**src/rtl/stepper_pkg.sv**
```systemverilog
`default_nettype none
// ============================================================================
// Module      : stepper_pkg
// Description : Shared definitions for the stepper phase sequencer:
//               coil bit positions, the 8-entry phase table and the FSM
//               state type.
// Revision    : 1.0 - initial release
// ============================================================================
package stepper_pkg;

    // Coil drive bit order on the header: {B-, A-, B+, A+}
    localparam int COIL_AP = 0;
    localparam int COIL_BP = 1;
    localparam int COIL_AN = 2;
    localparam int COIL_BN = 3;

    localparam logic [3:0] C_AP = 4'(1 << COIL_AP);
    localparam logic [3:0] C_BP = 4'(1 << COIL_BP);
    localparam logic [3:0] C_AN = 4'(1 << COIL_AN);
    localparam logic [3:0] C_BN = 4'(1 << COIL_BN);

    // Even entries energise one coil, odd entries two (full-step positions).
    localparam logic [3:0] PHASE_TABLE [8] = '{
        C_AP,           // 0: 0001
        C_AP | C_BP,    // 1: 0011
        C_BP,           // 2: 0010
        C_BP | C_AN,    // 3: 0110
        C_AN,           // 4: 0100
        C_AN | C_BN,    // 5: 1100
        C_BN,           // 6: 1000
        C_BN | C_AP     // 7: 1001
    };

    typedef enum logic [0:0] {
        ST_IDLE = 1'b0,
        ST_RUN  = 1'b1
    } state_t;

endpackage
`default_nettype wire

```
**src/rtl/step_timer.sv**
```systemverilog
`default_nettype none
// ============================================================================
// Module      : step_timer
// Description : Step-period divider. Counts 0..div_i while enabled and
//               raises tick_o for the single cycle in which the count equals
//               div_i; the count then wraps to 0. clr_i holds it at 0.
// Ports       : clk_i, rst_i (async, active high)
//               clr_i   - synchronous clear (dominates en_i)
//               en_i    - count enable
//               div_i   - terminal count (period minus one)
//               tick_o  - one-cycle step strobe
// Revision    : 1.0 - initial release
// ============================================================================
module step_timer #(
    parameter int DIV_W = 20
) (
    input  logic             clk_i,
    input  logic             rst_i,
    input  logic             clr_i,
    input  logic             en_i,
    input  logic [DIV_W-1:0] div_i,
    output logic             tick_o
);

    logic [DIV_W-1:0] cnt_q;
    logic [DIV_W-1:0] cnt_d;

    assign tick_o = en_i && !clr_i && (cnt_q == div_i);

    always_comb begin
        cnt_d = cnt_q;
        if (clr_i) begin
            cnt_d = '0;
        end else if (en_i) begin
            cnt_d = tick_o ? '0 : cnt_q + DIV_W'(1);
        end
    end

    always_ff @(posedge clk_i or posedge rst_i) begin
        if (rst_i) begin
            cnt_q <= '0;
        end else begin
            cnt_q <= cnt_d;
        end
    end

endmodule
`default_nettype wire

```
**src/rtl/stepper_seq.sv**
```systemverilog
`default_nettype none
// ============================================================================
// Module      : stepper_seq
// Description : Stepper-motor phase sequencer for one 4-pin motor header.
//               A start/done handshake runs a programmed number of steps at
//               a programmed rate, direction and full/half-step mode. Coil
//               drive is PWM-gated and optionally held energised when idle.
// Ports       : clk_i, rst_i     - clock, async active-high reset
//               start_i, stop_i  - begin move (IDLE) / abort move (RUN)
//               steps_i, div_i,
//               dir_i, half_i    - move parameters, latched on start
//               hold_i, duty_i   - idle hold and PWM on-level (live)
//               coil_o           - registered coil drive {B-,A-,B+,A+}
//               busy_o, done_o   - running flag, completion pulse
//               pos_o            - signed step position (wraps)
// Revision    : 1.0 - initial release
// ============================================================================
module stepper_seq
    import stepper_pkg::*;
#(
    parameter int DIV_W = 20,
    parameter int CNT_W = 16,
    parameter int PWM_W = 2
) (
    input  logic             clk_i,
    input  logic             rst_i,
    input  logic             start_i,
    input  logic             stop_i,
    input  logic [CNT_W-1:0] steps_i,
    input  logic [DIV_W-1:0] div_i,
    input  logic             dir_i,
    input  logic             half_i,
    input  logic             hold_i,
    input  logic [PWM_W-1:0] duty_i,
    output logic [3:0]       coil_o,
    output logic             busy_o,
    output logic             done_o,
    output logic [CNT_W-1:0] pos_o
);

    state_t           state_q, state_d;
    logic [2:0]       ph_q,    ph_d;
    logic [CNT_W-1:0] pos_q,   pos_d;
    logic [CNT_W-1:0] rem_q,   rem_d;
    logic [DIV_W-1:0] div_q,   div_d;
    logic             dir_q,   dir_d;
    logic             half_q,  half_d;
    logic             done_q,  done_d;
    logic [3:0]       coil_q,  coil_d;
    logic [PWM_W-1:0] pc_q;

    logic             tick_w;
    logic             gate_w;
    logic [2:0]       ph_inc_w;
    logic [CNT_W-1:0] pos_inc_w;

    // Divider runs only in RUN and is held clear in IDLE, so every move
    // starts counting from 0 on the cycle after start is accepted.
    step_timer #(
        .DIV_W (DIV_W)
    ) u_step_timer (
        .clk_i  (clk_i),
        .rst_i  (rst_i),
        .clr_i  (state_q == ST_IDLE),
        .en_i   (state_q == ST_RUN),
        .div_i  (div_q),
        .tick_o (tick_w)
    );

    assign gate_w = (pc_q <= duty_i);

    // Phase moves by one table entry per half step, two per full step;
    // mod-8 wrap falls out of the 3-bit add.
    assign ph_inc_w  = half_q ? (dir_q ? 3'd1 : 3'd7)
                              : (dir_q ? 3'd2 : 3'd6);
    assign pos_inc_w = dir_q ? CNT_W'(1) : {CNT_W{1'b1}};

    always_comb begin
        state_d = state_q;
        ph_d    = ph_q;
        pos_d   = pos_q;
        rem_d   = rem_q;
        div_d   = div_q;
        dir_d   = dir_q;
        half_d  = half_q;
        done_d  = 1'b0;

        case (state_q)
            ST_IDLE: begin
                if (start_i) begin
                    if (steps_i != '0) begin
                        state_d = ST_RUN;
                        rem_d   = steps_i;
                        div_d   = div_i;
                        dir_d   = dir_i;
                        half_d  = half_i;
                        // Full steps must sit on two-coil (odd) entries.
                        if (!half_i) begin
                            ph_d[0] = 1'b1;
                        end
                    end else begin
                        done_d = 1'b1;
                    end
                end
            end
            ST_RUN: begin
                // stop takes priority over a step due in the same cycle.
                if (stop_i) begin
                    state_d = ST_IDLE;
                end else if (tick_w) begin
                    ph_d  = ph_q + ph_inc_w;
                    pos_d = pos_q + pos_inc_w;
                    rem_d = rem_q - CNT_W'(1);
                    if (rem_q == CNT_W'(1)) begin
                        state_d = ST_IDLE;
                        done_d  = 1'b1;
                    end
                end
            end
            default: begin
                state_d = ST_IDLE;
            end
        endcase

        if ((state_q == ST_RUN) || hold_i) begin
            coil_d = PHASE_TABLE[ph_q] & {4{gate_w}};
        end else begin
            coil_d = 4'b0000;
        end
    end

    always_ff @(posedge clk_i or posedge rst_i) begin
        if (rst_i) begin
            state_q <= ST_IDLE;
            ph_q    <= 3'd0;
            pos_q   <= '0;
            rem_q   <= '0;
            div_q   <= '0;
            dir_q   <= 1'b0;
            half_q  <= 1'b0;
            done_q  <= 1'b0;
            coil_q  <= 4'b0000;
            pc_q    <= '0;
        end else begin
            state_q <= state_d;
            ph_q    <= ph_d;
            pos_q   <= pos_d;
            rem_q   <= rem_d;
            div_q   <= div_d;
            dir_q   <= dir_d;
            half_q  <= half_d;
            done_q  <= done_d;
            coil_q  <= coil_d;
            pc_q    <= pc_q + PWM_W'(1);
        end
    end

    assign coil_o = coil_q;
    assign busy_o = (state_q == ST_RUN);
    assign done_o = done_q;
    assign pos_o  = pos_q;

endmodule
`default_nettype wire

```
**config.mk**
```make
export PLATFORM = sky130hd
export DESIGN_NAME = stepper_seq
export DESIGN_NICKNAME = d
export VERILOG_FILES = /design/src/rtl/stepper_pkg.sv /design/src/rtl/step_timer.sv /design/src/rtl/stepper_seq.sv
export SDC_FILE = /design/constraint.sdc
export NUM_CORES = 1
export LEC_CHECK = 0
export CORE_AREA = 2 2 127 129
export DETAILED_ROUTE_END_ITERATION = 10
export DIE_AREA = 0 0 129 131
export PLACE_DENSITY = 0.61
export SETUP_SLACK_MARGIN = 0.1
export SLEW_MARGIN = 20
export SYNTH_ARGS = -nofsm -noshare
export SYNTH_HDL_FRONTEND = slang
export SYNTH_SLANG_ARGS = --single-unit
```
**constraint.sdc**
```tcl
create_clock -name clk_i -period 3.95 [get_ports clk_i]
set_input_delay 0.79 -clock clk_i [delete_from_list [all_inputs] [get_ports clk_i]]
set_output_delay 0.79 -clock clk_i [all_outputs]
set_load 0.05 [all_outputs]
```
==> run_results.csv <==
group,metric,value,unit
route,remaining_drc_errors,0,
yosys,yosys_register_bits,85,
critical_path,reg2reg_setup_slack,0.96,ns
sta,rsz_0062_raised_after_global_routing,"false",
cts,numCtsBuffers,9,
sta,worst_slew_pin_tran,0.8716,ns
sta,final_period_utilization,75.62,%
layout,most_frequent_standard_cell_in_the_layout_excluding_fill_and_tap_cells,"sky130_fd_sc_hd__dfrtp_1",
min_path,worst_hold_path_type,"reg2reg",
layout,syn_to_final_growth,23.86,%
grt,antenna_violations_before_repair,1,
power_and_ir_drop,leakagePower,2.571,nW
die,coreArea,0.01560,mm²
route,routedWlPerCell,14.84,µm
yosys,synth_edf_count,0,
yosys,post_syn_nets,568,
grt,grt_start_max_net_pins,59,
die,die_w,129,µm
layout,post_route_cells_drive_above_1_share,12.59,%
critical_path,crit_path_start,"dir_q",
cts,ctsRootBufferMaster,"sky130_fd_sc_hd__clkbuf_16",
critical_path,timing.critical_path.cells,"inv_1 > ha_1 > a211o_1 > o2111ai_1 > a211oi_1 > a31oi_1 > xnor2_1 > mux2_2",
yosys,yosys_most_used_dff,"sky130_fd_sc_hd__dfrtp_1",
critical_path,crit-reg2reg-capture,"pos_o[11]",
cts,tritoncts,"done",
critical_path,largest_fanout_of_any_net_on_the_critical_path,15,
critical_path,timing.critical_path.slowest_cell_delay,0.69,ns
job,maxCapViolCount,0,
yosys,synthCells,501,
layout,n_diodes,0,
yosys,yosys_warnings,0,
die,dieArea,0.01690,mm²
critical_path,critPathCaptureType,"flip-flop",
place,detailed_place_hpwl,8555,µm
yosys,post_synth_xor_area_fraction,9.574,%
critical_path,worstPathRequired,4.18,ns
route,drtPass1Iterations,5,
sta,fin_worst_skew,0.008252,ns
critical_path,critPathLaunchType,"flip-flop",
critical_path,critical_path.reg2reg.startpoint,"dir_q",
cts,clkSinkCount,85,
power_and_ir_drop,vdd.ir_drop.worst,0.2131,mV
die,start_util,32.18,%
yosys,seq_area_frac_synth,42.38,%
die,die-height,131,µm
cts,cts_setup_buffers,0,
yosys,main_combinational_cell_family_by_area_after_synthesis,"simple AND/OR/NAND/NOR gates",
sta,report.final.setup_viol,0,
route,drt-initial-drc-count,218,
yosys,syn-mean-instance-area,10.02,µm²
power_and_ir_drop,cellPowerDensity,449.5,mW/mm²
place,gpl.final_weighted_congestion,0.8388,
cts,ctsHoldBuffers,0,
sta,timing.max_slew.rel_slack,41.77,%
grt,vias_in_the_first_global_route,3981,
layout,mostFrequentLayoutCells,"85 x sky130_fd_sc_hd__dfrtp_1, 66 x sky130_fd_sc_hd__clkdlybuf4s50_1, 54 x sky130_fd_sc_hd__nor2_1",
yosys,yosys-mux-area-fraction,8.626,%
min_path,hold_path.startpoint,"pc_q[0]",
min_path,min_path_cells,1,
sta,hold_violations,0,
yosys,mappedNetlistArea,0.005019,mm²
yosys,async_reset_ff_share,100.0,%
cts,ctsResizeCount,0,
critical_path,critical_path_class,"reg2reg",
layout,layout.filler_cells,1558,
yosys,synthSimpleGateAreaFrac,17.40,%
grt,track_usage,14.78,%
status,status,"completed",
route,routed_wirelength,11700,µm
critical_path,critPathArrivalTime,3.22,ns
yosys,ys_types,58,
die,placementRows,46,
power_and_ir_drop,fin_total_pwr,2.794,mW
die,io-pin-count,67,
place,numPortBuffers,66,
sta,timing.fmax,334.8,MHz
cts,clock_latency,0.35,ns
grt,grt_pass1_wl,19470,µm
cts,max-clock-path-buffers,2,
cts,clk_pin_slew,0.06,ns
grt,final_global_route_overflow_total,0,
sta,timing_max_transition_violations_final,0,
place,dp_worst_setup_slack,0.8352,ns
sta,period_minus_slack,2.987,ns
sta,finalSetupTns,0,ns
critical_path,cp_max_stage_cell,"sky130_fd_sc_hd__a211oi_1",
route,vias,3964,
layout,nNetsFinal,635,
route,drt_antenna_net_count,0,
route,viasPerCell,5.030,
sta,finalWorstSetupSlack,0.9631,ns
min_path,hold_path_end,"pc_q[0]",
yosys,post_synth_fa_ha_maj_area_fraction,5.784,%
critical_path,r2r.worst_path.cells,8,
yosys,fraction_of_the_mapped_netlist_area_in_compound_gates,13.41,%
cts,clock_tree.htree_level_count,3,
==> how the worst max path moves through the flow <==
stage,endpoint,slack (ns),cells after the start
3_3_place_gp,rem_q[2],0.89,7
4_1_cts,pos_o[11],0.95,8
5_1_grt,pos_o[11],0.77,8
2_1_floorplan,busy_o,0.97,1
6_report,pos_o[11],0.96,8
3_5_place_dp,rem_q[11],0.84,7
==> through the flow <==
step | util (%) | hold slack [ns] | cell area (µm²) | std cells
after floorplan | - | 0.4315 | 5019 | 501
after global placement | 37.94 | 0.4468 | 5918 | 773
after detailed placement | 37.94 | 0.4530 | 5918 | 773
after CTS | 39.84 | 0.4617 | 6215 | 788
after global routing | 39.85 | 0.4935 | 6216 | 788
final | 39.85 | 0.4557 | 6216 | 788
==> critical path, delay by kind of cell (launching register included) <==
| family | cells | cell delay [ns] |
|---|---|---|
| xor gates and xnor gates | 1 | 0.17 |
| muxes | 1 | 0.26 |
| AOI/OAI and AO/OA | 4 | 1.18 |
| DFF | 1 | 0.47 |
| buffers and inverters | 1 | 0.45 |
| adders and majority gates | 1 | 0.35 |
==> sequential cells by signal, indices dropped and copies added, names as in the netlist <==
| register | flops |
|---|---|
| dir_q | 1 |
| coil_o | 4 |
| busy_o | 1 |
| ph_q | 3 |
| rem_q | 16 |
| half_q | 1 |
| div_q | 20 |
| u_step_timer.cnt_q | 20 |
| done_o | 1 |
| pc_q | 2 |
| pos_o | 16 |
==> cell type report <==
class	instances	area, µm²	area share, %
tap	216	270.3	4.348
clock inverter	6	71.32	1.147
multi-input combinational	384	2750	44.24
sequential	85	2127	34.22
timing repair buffer	73	713.2	11.47
inverter	15	58.81	0.9461
clock buffer	9	225.2	3.623
==> power breakdown <==
| group | switching (mW) | internal [mW] | total [mW] |
|---|---|---|---|
| sequential | 0.157 | 1.01 | 1.17 |
| combinational | 0.425 | 0.344 | 0.769 |
| clock | 0.365 | 0.493 | 0.858 |
| total | 0.948 | 1.85 | 2.79 |
==> metal layers <==
| layer | track usage, % | share of wire [%] |
|---|---|---|
| met1 | 19.11 | 47 |
| met2 | 24.03 | 46 |
| met3 | 4.438 | 5.2 |
| met4 | 4.412 | 1.2 |
| met5 | 0 | 0.10 |
==> kinds of logic after synthesis <==
kind of cell,count (synthesis)
simple gates,167
fa+ha+maj,22
buf+inv,32
flops,85
xor+xnor,54
compound gates,104
mux,37
==> cell usage after synthesis, drive strengths merged (8+ instances only) <==
cell type  count  area, µm²
dfrtp         85       2127
nor2          54      202.7
mux2          35      412.9
nand2         33      126.4
xnor2         33      296.5
o21ai         27      135.1
a21oi         25      125.1
xor2          21      183.9
ha            20      250.2
a31oi         14      93.84
inv           14      52.55
nand3         14      70.07
nor3          13      65.06
and3          10      62.56
clkbuf         9      33.78
nor4           9      92.59
buf            8      51.29
No activity file was read; power rests on OpenSTA's default activity.
